File: config.mk
export PLATFORM = sky130hd
export DESIGN_NAME = urv_mem_arbiter
export DESIGN_NICKNAME = d
export VERILOG_FILES = /design/src/rtl/urv_mem_arbiter_pkg.sv /design/src/rtl/urv_mem_arbiter.sv
export SDC_FILE = /design/constraint.sdc
export NUM_CORES = 1
export LEC_CHECK = 0
export ABC_AREA = 1
export CORE_MARGIN = 4
export CORE_UTILIZATION = 40
export CTS_CLUSTER_SIZE = 8
export DETAILED_ROUTE_END_ITERATION = 6
export DONT_BUFFER_PORTS = 1
export HOLD_SLACK_MARGIN = 0.15
export SYNTH_ARGS = -nofsm -noshare
export SYNTH_HDL_FRONTEND = slang
export SYNTH_SLANG_ARGS = --single-unit
export TNS_END_PERCENT = 50
File: constraint.sdc
create_clock -name clk_i -period 1.9 [get_ports clk_i]
set_input_delay 0.38 -clock clk_i [delete_from_list [all_inputs] [get_ports clk_i]]
set_output_delay 0.38 -clock clk_i [all_outputs]
set_load 0.01 [all_outputs]
File: src/rtl/urv_mem_arbiter_pkg.sv
// Shared types for the uRV single-port memory arbiter: grant / return-type
// encoding and the burst-limiter counter width.
package urv_mem_arbiter_pkg;

  typedef enum logic [1:0] {
    ARB_NONE  = 2'd0,
    ARB_INSTR = 2'd1,
    ARB_LOAD  = 2'd2,
    ARB_STORE = 2'd3
  } arb_t;

  localparam int unsigned BURST_W = 4;

endpackage

File: src/rtl/urv_mem_arbiter.sv
// Shares one single-port synchronous RAM between the uRV fetch and data ports.
// Data wins unless the burst limiter trips; a one-deep slot holds a lost data pulse.
module urv_mem_arbiter
  import urv_mem_arbiter_pkg::*;
#(
  parameter int unsigned g_addr_width   = 16,
  parameter int unsigned g_max_dm_burst = 4
) (
  input  logic                    clk_i,
  input  logic                    rst_n_i,
  input  logic [31:0]             im_addr_i,
  input  logic                    im_rd_i,
  output logic [31:0]             im_data_o,
  output logic                    im_valid_o,
  input  logic [31:0]             dm_addr_i,
  input  logic [31:0]             dm_data_s_i,
  input  logic [3:0]              dm_data_select_i,
  input  logic                    dm_load_i,
  input  logic                    dm_store_i,
  output logic [31:0]             dm_data_l_o,
  output logic                    dm_load_done_o,
  output logic                    dm_store_done_o,
  output logic                    mem_en_o,
  output logic [3:0]              mem_we_o,
  output logic [g_addr_width-1:0] mem_addr_o,
  output logic [31:0]             mem_wdata_o,
  input  logic [31:0]             mem_rdata_i,
  output logic                    err_o
);

  localparam logic [BURST_W-1:0] MAX_BURST = BURST_W'(g_max_dm_burst);

  logic               live_ld, live_st, live_valid, live_conflict;
  logic               pend_valid, pend_store;
  logic [31:0]        pend_addr, pend_data;
  logic [3:0]         pend_sel;
  logic               d_valid, d_store;
  logic [31:0]        d_addr, d_data;
  logic [3:0]         d_sel;
  logic [BURST_W-1:0] burst_cnt, burst_next;
  arb_t               grant, ret_type;
  logic               data_grant, capture, overflow;
  logic [31:0]        sel_addr;
  logic               err;
  logic               unused_addr_bits;

  assign live_conflict = dm_load_i & dm_store_i;
  assign live_ld       = dm_load_i & ~dm_store_i;
  assign live_st       = dm_store_i & ~dm_load_i;
  assign live_valid    = live_ld | live_st;

  always_comb begin
    d_valid = pend_valid | live_valid;
    d_store = pend_valid ? pend_store : live_st;
    d_addr  = pend_valid ? pend_addr  : dm_addr_i;
    d_data  = pend_valid ? pend_data  : dm_data_s_i;
    d_sel   = pend_valid ? pend_sel   : dm_data_select_i;
  end

  always_comb begin
    grant = ARB_NONE;
    if (d_valid && (!im_rd_i || burst_cnt < MAX_BURST))
      grant = d_store ? ARB_STORE : ARB_LOAD;
    else if (im_rd_i)
      grant = ARB_INSTR;
  end

  assign data_grant = (grant == ARB_LOAD) || (grant == ARB_STORE);

  // A live pulse lands in the slot if it lost to the fetch, or if the slot is
  // being drained this cycle; it overflows only when the slot stays occupied.
  assign capture  = live_valid && (pend_valid ? data_grant : !data_grant);
  assign overflow = live_valid && pend_valid && !data_grant;

  always_comb begin
    burst_next = burst_cnt;
    if (!im_rd_i || grant == ARB_INSTR)
      burst_next = '0;
    else if (data_grant && burst_cnt != '1)
      burst_next = burst_cnt + BURST_W'(1);
  end

  always_ff @(posedge clk_i or negedge rst_n_i) begin
    if (!rst_n_i) begin
      pend_valid <= 1'b0;
      pend_store <= 1'b0;
      pend_addr  <= '0;
      pend_data  <= '0;
      pend_sel   <= '0;
      burst_cnt  <= '0;
      ret_type   <= ARB_NONE;
      err        <= 1'b0;
    end else begin
      ret_type  <= grant;
      burst_cnt <= burst_next;
      if (live_conflict || overflow)
        err <= 1'b1;
      if (capture) begin
        pend_valid <= 1'b1;
        pend_store <= live_st;
        pend_addr  <= dm_addr_i;
        pend_data  <= dm_data_s_i;
        pend_sel   <= dm_data_select_i;
      end else if (pend_valid && data_grant) begin
        pend_valid <= 1'b0;
      end
    end
  end

  always_comb begin
    sel_addr = '0;
    case (grant)
      ARB_INSTR:           sel_addr = im_addr_i;
      ARB_LOAD, ARB_STORE: sel_addr = d_addr;
      default:             sel_addr = '0;
    endcase
  end

  assign unused_addr_bits = ^{sel_addr[1:0], sel_addr[31:g_addr_width+2]};

  assign mem_en_o    = rst_n_i && (grant != ARB_NONE);
  assign mem_we_o    = (rst_n_i && grant == ARB_STORE) ? d_sel : '0;
  assign mem_addr_o  = rst_n_i ? sel_addr[g_addr_width+1:2] : '0;
  assign mem_wdata_o = (rst_n_i && grant == ARB_STORE) ? d_data : '0;

  assign im_valid_o      = (ret_type == ARB_INSTR);
  assign im_data_o       = im_valid_o ? mem_rdata_i : '0;
  assign dm_load_done_o  = (ret_type == ARB_LOAD);
  assign dm_data_l_o     = dm_load_done_o ? mem_rdata_i : '0;
  assign dm_store_done_o = (ret_type == ARB_STORE);
  assign err_o           = err;

endmodule

======== Yosys cells after proc, flatten, opt, wreduce, memory -nomap -nowiden ========
Index checks and enable logic that the tools add are counted.
word-level totals
  input bits .............................. 137
  bits in registers ....................... 63
  word-level logic and storage cells ...... 60
  output and inout port bits .............. 121
cells by class
  equality and inequality tests ........... 7
  reduce and logical (&&, ||, !) cells .... 18
  $add $sub $neg .......................... 1
  order comparisons ....................... 1
  bitwise operators ....................... 7
  multiplexer cells ....................... 18
operators with widths
  operator               count
  $mux W32               4
  $pmux W18 S2           1
  $mux W18               1
  $mux W16               1
  $mux W4                4
  $eq A2 B2 Y1 const B   4
  $logic_and A1 B1 Y1    8
  $mux W1                6
  $reduce_bool A2 Y1     3
  $add A4 B1 Y4 const B  1
  $eq A2 B1 Y1 const B   2
  $logic_or A1 B1 Y1     4
  $lt A4 B3 Y1 const B   1
  $ne A4 B4 Y1 const B   1
  $and A1 B1 Y1          3
  $logic_not A1 Y1       2
  $mux W2                1
  $not A1 Y1             2
  $or A1 B1 Y1           2
  $reduce_or A2 Y1       1

======== Depth between registers and ports, before layout ========
  depth after elaboration ................. 12
  mapped depth ............................ 11
  mapped depth without buffers ............ 10

======== Least setup slack after synthesis ========
No wires, ideal clock.
  path type ............................... input -> register
  start point ............................. input dm_load_i
  end point ............................... register pend_addr[17]
  required time ........................... 1,783 ps
  library setup time ...................... 117 ps
  data arrival time ....................... 1,904 ps
  stages .................................. 11
  path buffers ............................ 1
  slack ................................... -121 ps
  cells stage by stage .................... inv_1 ha_1 nand2_4 nand2_2 inv_1 ha_1 nor2_1 clkinv_1 clkbuf_1 nand2_1 nand2_1
on the way
  cells in the longest elaborated chain, start to end .. 11
  elaborated cells between the ends (all ways) .. 15
  those cells by class .................... eq/ne: 2; mux: 4; bitwise: 5; reduce/logical: 4
ends and longest elaborated chain
  element                  RTL line                RTL
  from (decl)              urv_mem_arbiter.sv:18   input logic dm_load_i,
  $not A1 Y1               urv_mem_arbiter.sv:49   assign live_st = dm_store_i & ~dm_load_i;
  $and A1 B1 Y1            urv_mem_arbiter.sv:49
  $or A1 B1 Y1 (*)         urv_mem_arbiter.sv:50   assign live_valid = live_ld | live_st;
  $or A1 B1 Y1 (*)         urv_mem_arbiter.sv:53   d_valid = pend_valid | live_valid;
  $logic_and A1 B1 Y1 (*)  urv_mem_arbiter.sv:62   if (d_valid && (!im_rd_i || burst_cnt < MAX_BURST))
  $mux W2 (*)              urv_mem_arbiter.sv:62
  via grant[1]             urv_mem_arbiter.sv:41   arb_t grant, ret_type;
  $eq A2 B2 Y1             urv_mem_arbiter.sv:68   assign data_grant = (grant == ARB_LOAD) || (grant == ARB_STORE);
  $logic_or A1 B1 Y1 (*)   urv_mem_arbiter.sv:68
  $logic_not A1 Y1         urv_mem_arbiter.sv:72   assign capture = live_valid && (pend_valid ? data_grant : !data_grant);
  $mux W1 (*)              urv_mem_arbiter.sv:72
  $logic_and A1 B1 Y1 (*)  urv_mem_arbiter.sv:72
  to (signal assigned)     urv_mem_arbiter.sv:101  pend_addr <= dm_addr_i;
  to (decl)                urv_mem_arbiter.sv:35   logic [31:0] pend_addr, pend_data;
The timed path passes the listed nets; every way through them passes the cells marked *.
A chain may end at the register's enable or synchronous reset.

======== Worst setup path in the final report ========
  start point ............................. register burst_cnt[2]
  end point ............................... output mem_wdata_o[0]
on the way
  cells in the longest elaborated chain, start to end .. 7
ends and longest elaborated chain
  element                 RTL line                RTL
  from (decl)             urv_mem_arbiter.sv:40   logic [BURST_W-1:0] burst_cnt, burst_next;
  from (signal assigned)  urv_mem_arbiter.sv:95   burst_cnt <= burst_next;
  $lt A4 B3 Y1            urv_mem_arbiter.sv:62
  $logic_or A1 B1 Y1      urv_mem_arbiter.sv:62
  $logic_and A1 B1 Y1     urv_mem_arbiter.sv:62
  $mux W2                 urv_mem_arbiter.sv:62
  $eq A2 B2 Y1            urv_mem_arbiter.sv:124  assign mem_wdata_o = (rst_n_i && grant == ARB_STORE) ? d_data : '0;
  $logic_and A1 B1 Y1     urv_mem_arbiter.sv:124
  $mux W32                urv_mem_arbiter.sv:124
  to (decl)               urv_mem_arbiter.sv:26   output logic [31:0] mem_wdata_o,
Every way passes these cells.

==> reports/metrics.csv <==
stage,metric,value,unit
run_status,status,"finished, violations left",
run_status,violations,setup timing,
hold_path,hp-class,input port to register,
global_route,grt_pass1_wl,18.9,mm
worst_setup_path,cp.required,1.52,ns
power,p_leak,2.85,nW
timing,period_share,1.09,
worst_setup_path,worstPathBufferInverterCount,2,
global_route,grt_max_degree,62,
timing,max_freq,484,MHz
floorplanning,die_y,107,µm
timing,hold_violations,0,
floorplanning,fp-row-count,35,
timing,setup_viol_count_final,103,
clocking,clockBufferDepth,2,
floorplanning,io_pins,258,
synth,synth-main-ff-cell,dfrtp_1,
synth,synth_seq_cells,61,
synth,ys_types,24,
place,dpl-instance-area,0.00432,mm²
finish,seq_area,0.00153,mm²
clocking,cts_tree,built,
finish,syn2layout_area_growth,44.2,%
global_route,grt_usage,0.210,
synth,synth_edf_count,0,
synth,synthMuxAreaShare,0.0925,
floorplanning,start_util,0.416,
global_route,antenna_found_initial,0,
synth,synth_xor_xnor_area_share,0.00225,
power,power_density,1440,mW/mm²
timing,finalHoldWorstSlack,0.167,ns
place,port_buffers,0,
worst_setup_path,path_class,register to output port,
finish,fin_nets,776,
power,ir_drop,0.822,mV
detailed_routing,firstDrtPassIters,4,
clocking,htreeDepth,3,
clocking,numCtsBuffers,9,
global_route,grt_overflow,0,
detailed_routing,routedWlPerCell,17.4,µm
worst_setup_path,worstSetupStartpointType,register,
floorplanning,die_area,0.0114,mm²
place,gp_congestion,0.756,
clocking,cts_root_buffer,clkbuf_8,
worst_setup_path,path_common_cell,nor2_4,
worst_setup_path,worstPathCellList,"o21ai_4, nand2_2, nor2_4, nand2_8, buf_12, nor2_4, buf_4",
place,post-dp-hpwl,8.17,mm
global_route,grt_pass1_vias,3822,
synth,synth_top_family_by_area,simple AND/OR/NAND/NOR gates,
floorplanning,die_w,107,µm
synth,synth_top_area_frac,0.392,
synth,netlist_area,0.00390,mm²
synth,syn_inst,546,
synth,synthArstFlopShare,1.00,
worst_setup_path,end_kind,output port,
timing,min_period,2.07,ns
detailed_routing,via_per_inst,5.02,
timing,rsz0062_at_grt,yes,
detailed_routing,wl,13.3,mm
synth,synth-adder-area-share,0.0128,
timing,clock-skew-final,0.0108,ns
synth,synth_nets,687,
worst_setup_path,max_stage_delay,0.41,ns
detailed_routing,vias,3852,
worst_setup_path,path_max_fanout,7,
clocking,insertion_delay,0.33,ns
synth,netlist.top_cell.by_area,dfrtp_1,
detailed_routing,ant_nets,0,
timing,drv_slew,0,
synth,yosysSeqAreaShare,0.392,
worst_setup_path,cpMaxStageDelayCell,dfrtp_1,
finish,layout-drive-gt1-share,0.283,
worst_setup_path,cp_top_family,simple AND/OR/NAND/NOR gates,
timing,post-route-worst-setup-slack,-0.166,ns
finish,multi_input_area,0.00228,mm²
detailed_routing,drt_iter0_drc,195,
finish,fin_area,0.00562,mm²
synth,yosysWarnings,0,
clocking,cts.sinks,61,
synth,synth_simple_gate_area_frac,0.354,
flow_run,cap_violations,0,
place,dp_slack,-0.119,ns
finish,nFillCells,813,
finish,antenna_cells,0,
synth,synth_compound_area_frac,0.0501,
worst_setup_path,cp.arrival,1.69,ns
synth,syn_area_per_cell,7.14,µm²
floorplanning,core_region_area,0.00937,mm²
clocking,cts.clk_slew.worst_paths,0.07,ns
detailed_routing,drc,0,
synth,synth_area_leaders,"dfrtp_1, nand2_1, mux2i_1",
## worst reg2reg max path: stages (launching register included)
cell and delay [ns]:
dfrtp_1 0.41, o21ai_4 0.18, nand2_2 0.10, buf_4 0.14, buf_4 0.14, inv_4 0.06, ha_4 0.20, nor2_4 0.20
clkinv_4 0.13, buf_12 0.18, nand2_1 0.06, nand2_1 0.06
## layer usage
| metal | part of all wire | routed length, µm | global-route usage |
|---|---|---|---|
| met5 | 0 | 0 | 0 |
| met4 | 0.022 | 288 | 0.0648 |
| met3 | 0.085 | 1130 | 0.0656 |
| met2 | 0.52 | 6970 | 0.393 |
| met1 | 0.37 | 4940 | 0.225 |
## final timing paths
kind	startpoint	to	slack, ns	cells past startpoint
worst max-delay path	burst_cnt[2]	mem_wdata_o[0]	-0.17	7
worst max register to register	burst_cnt[2]	pend_data[26]	-0.07	11
min in group asynchronous	rst_n_i	pend_data[20]	0.56	2
worst min register to register	burst_cnt[0]	burst_cnt[0]	0.44	1
max in group asynchronous	rst_n_i	pend_valid	1.04	2
worst min-delay path	dm_addr_i[12]	pend_addr[12]	0.17	2
## kinds of logic (layout without fill, tap and decap cells)
family | count (synthesis) | count (layout)
AND/OR/NAND/NOR | 321 | 321
buffers and inverters | 88 | 181
flip-flops | 61 | 61
multiplexers | 36 | 36
AO/OA/AOI/OAI | 34 | 34
adder cells (fa/ha/maj) | 4 | 4
other | 1 | 1
XOR/XNOR | 1 | 1
## metrics by stage
step | power (mW) | std cells | setup TNS [ns] | utilization
3_3_place_gp | 5.50 | 687 | -3.72 | 0.461
2_1_floorplan | 4.72 | 546 | -0.0344 | -
4_1_cts | 7.35 | 753 | -6.47 | 0.559
5_1_grt | 8.68 | 768 | -17.16 | 0.600
6_report | 8.10 | 768 | -6.91 | 0.600
3_5_place_dp | 5.62 | 687 | -4.80 | 0.461
## final cells by class
class,instances,share of cell area
timing repair buffer,107,0.216
sequential,61,0.272
timing repair inverter,2,0.00267
multi-input combinational,397,0.406
clock buffer,11,0.0252
tap,129,0.0287
inverter,57,0.0412
clock inverter,4,0.00868
## power by group
part | total (mW) | internal (mW) | switching [mW] | leakage, nW
clock network | 1.14 | 0.633 | 0.504 | 0.0992
registers | 2.21 | 1.89 | 0.323 | 0.751
logic | 4.75 | 2.00 | 2.75 | 2.00
## flip-flops by register name, indices dropped and copies added (netlist names)
name	flops
pend_data	32
pend_addr	16
burst_cnt	4
pend_sel	4
ret_type	2
err_o	1
pend_store	1
pend_valid	1
## cells in the mapped netlist, types with 2 or more instances
| cell | n |
|---|---|
| nand2_4 | 2 |
| buf_6 | 3 |
| nor2_2 | 20 |
| nor2_4 | 11 |
| mux2i_1 | 36 |
| nand2_2 | 2 |
| a21oi_1 | 5 |
| nand3_1 | 17 |
| inv_2 | 2 |
| nor2_1 | 77 |
| clkbuf_1 | 12 |
| o21ai_0 | 25 |
| nand2_1 | 192 |
| ha_1 | 4 |
| dfrtp_1 | 61 |
| inv_1 | 54 |
| buf_2 | 16 |
## cell usage in the layout, fill, tap and decap left out, types with 4 or more instances in the layout
| cell type | n |
|---|---|
| dfrtp_1 | 60 |
| nor2_2 | 17 |
| mux2i_1 | 34 |
| nand2_1 | 172 |
| buf_12 | 7 |
| dlygate4sd3_1 | 37 |
| o21ai_0 | 14 |
| nor2_1 | 58 |
| clkinvlp_4 | 4 |
| nor2_4 | 33 |
| clkbuf_8 | 10 |
| clkbuf_16 | 6 |
| o21ai_1 | 9 |
| nand2_2 | 22 |
| nand3_1 | 14 |
| inv_1 | 51 |
| buf_6 | 12 |
| buf_4 | 40 |
## repair_timing
item / CTS / global route
gates resized for setup: 49 / 60
endpoints found under the hold margin: 96 / 1
pin swaps: 9 / 9
cloned: 4 / 7
hold buffers: 37 / 1
setup buffers: 10 / 7
setup endpoints to repair: 85 / 133
(Power assumes the default switching activity.)
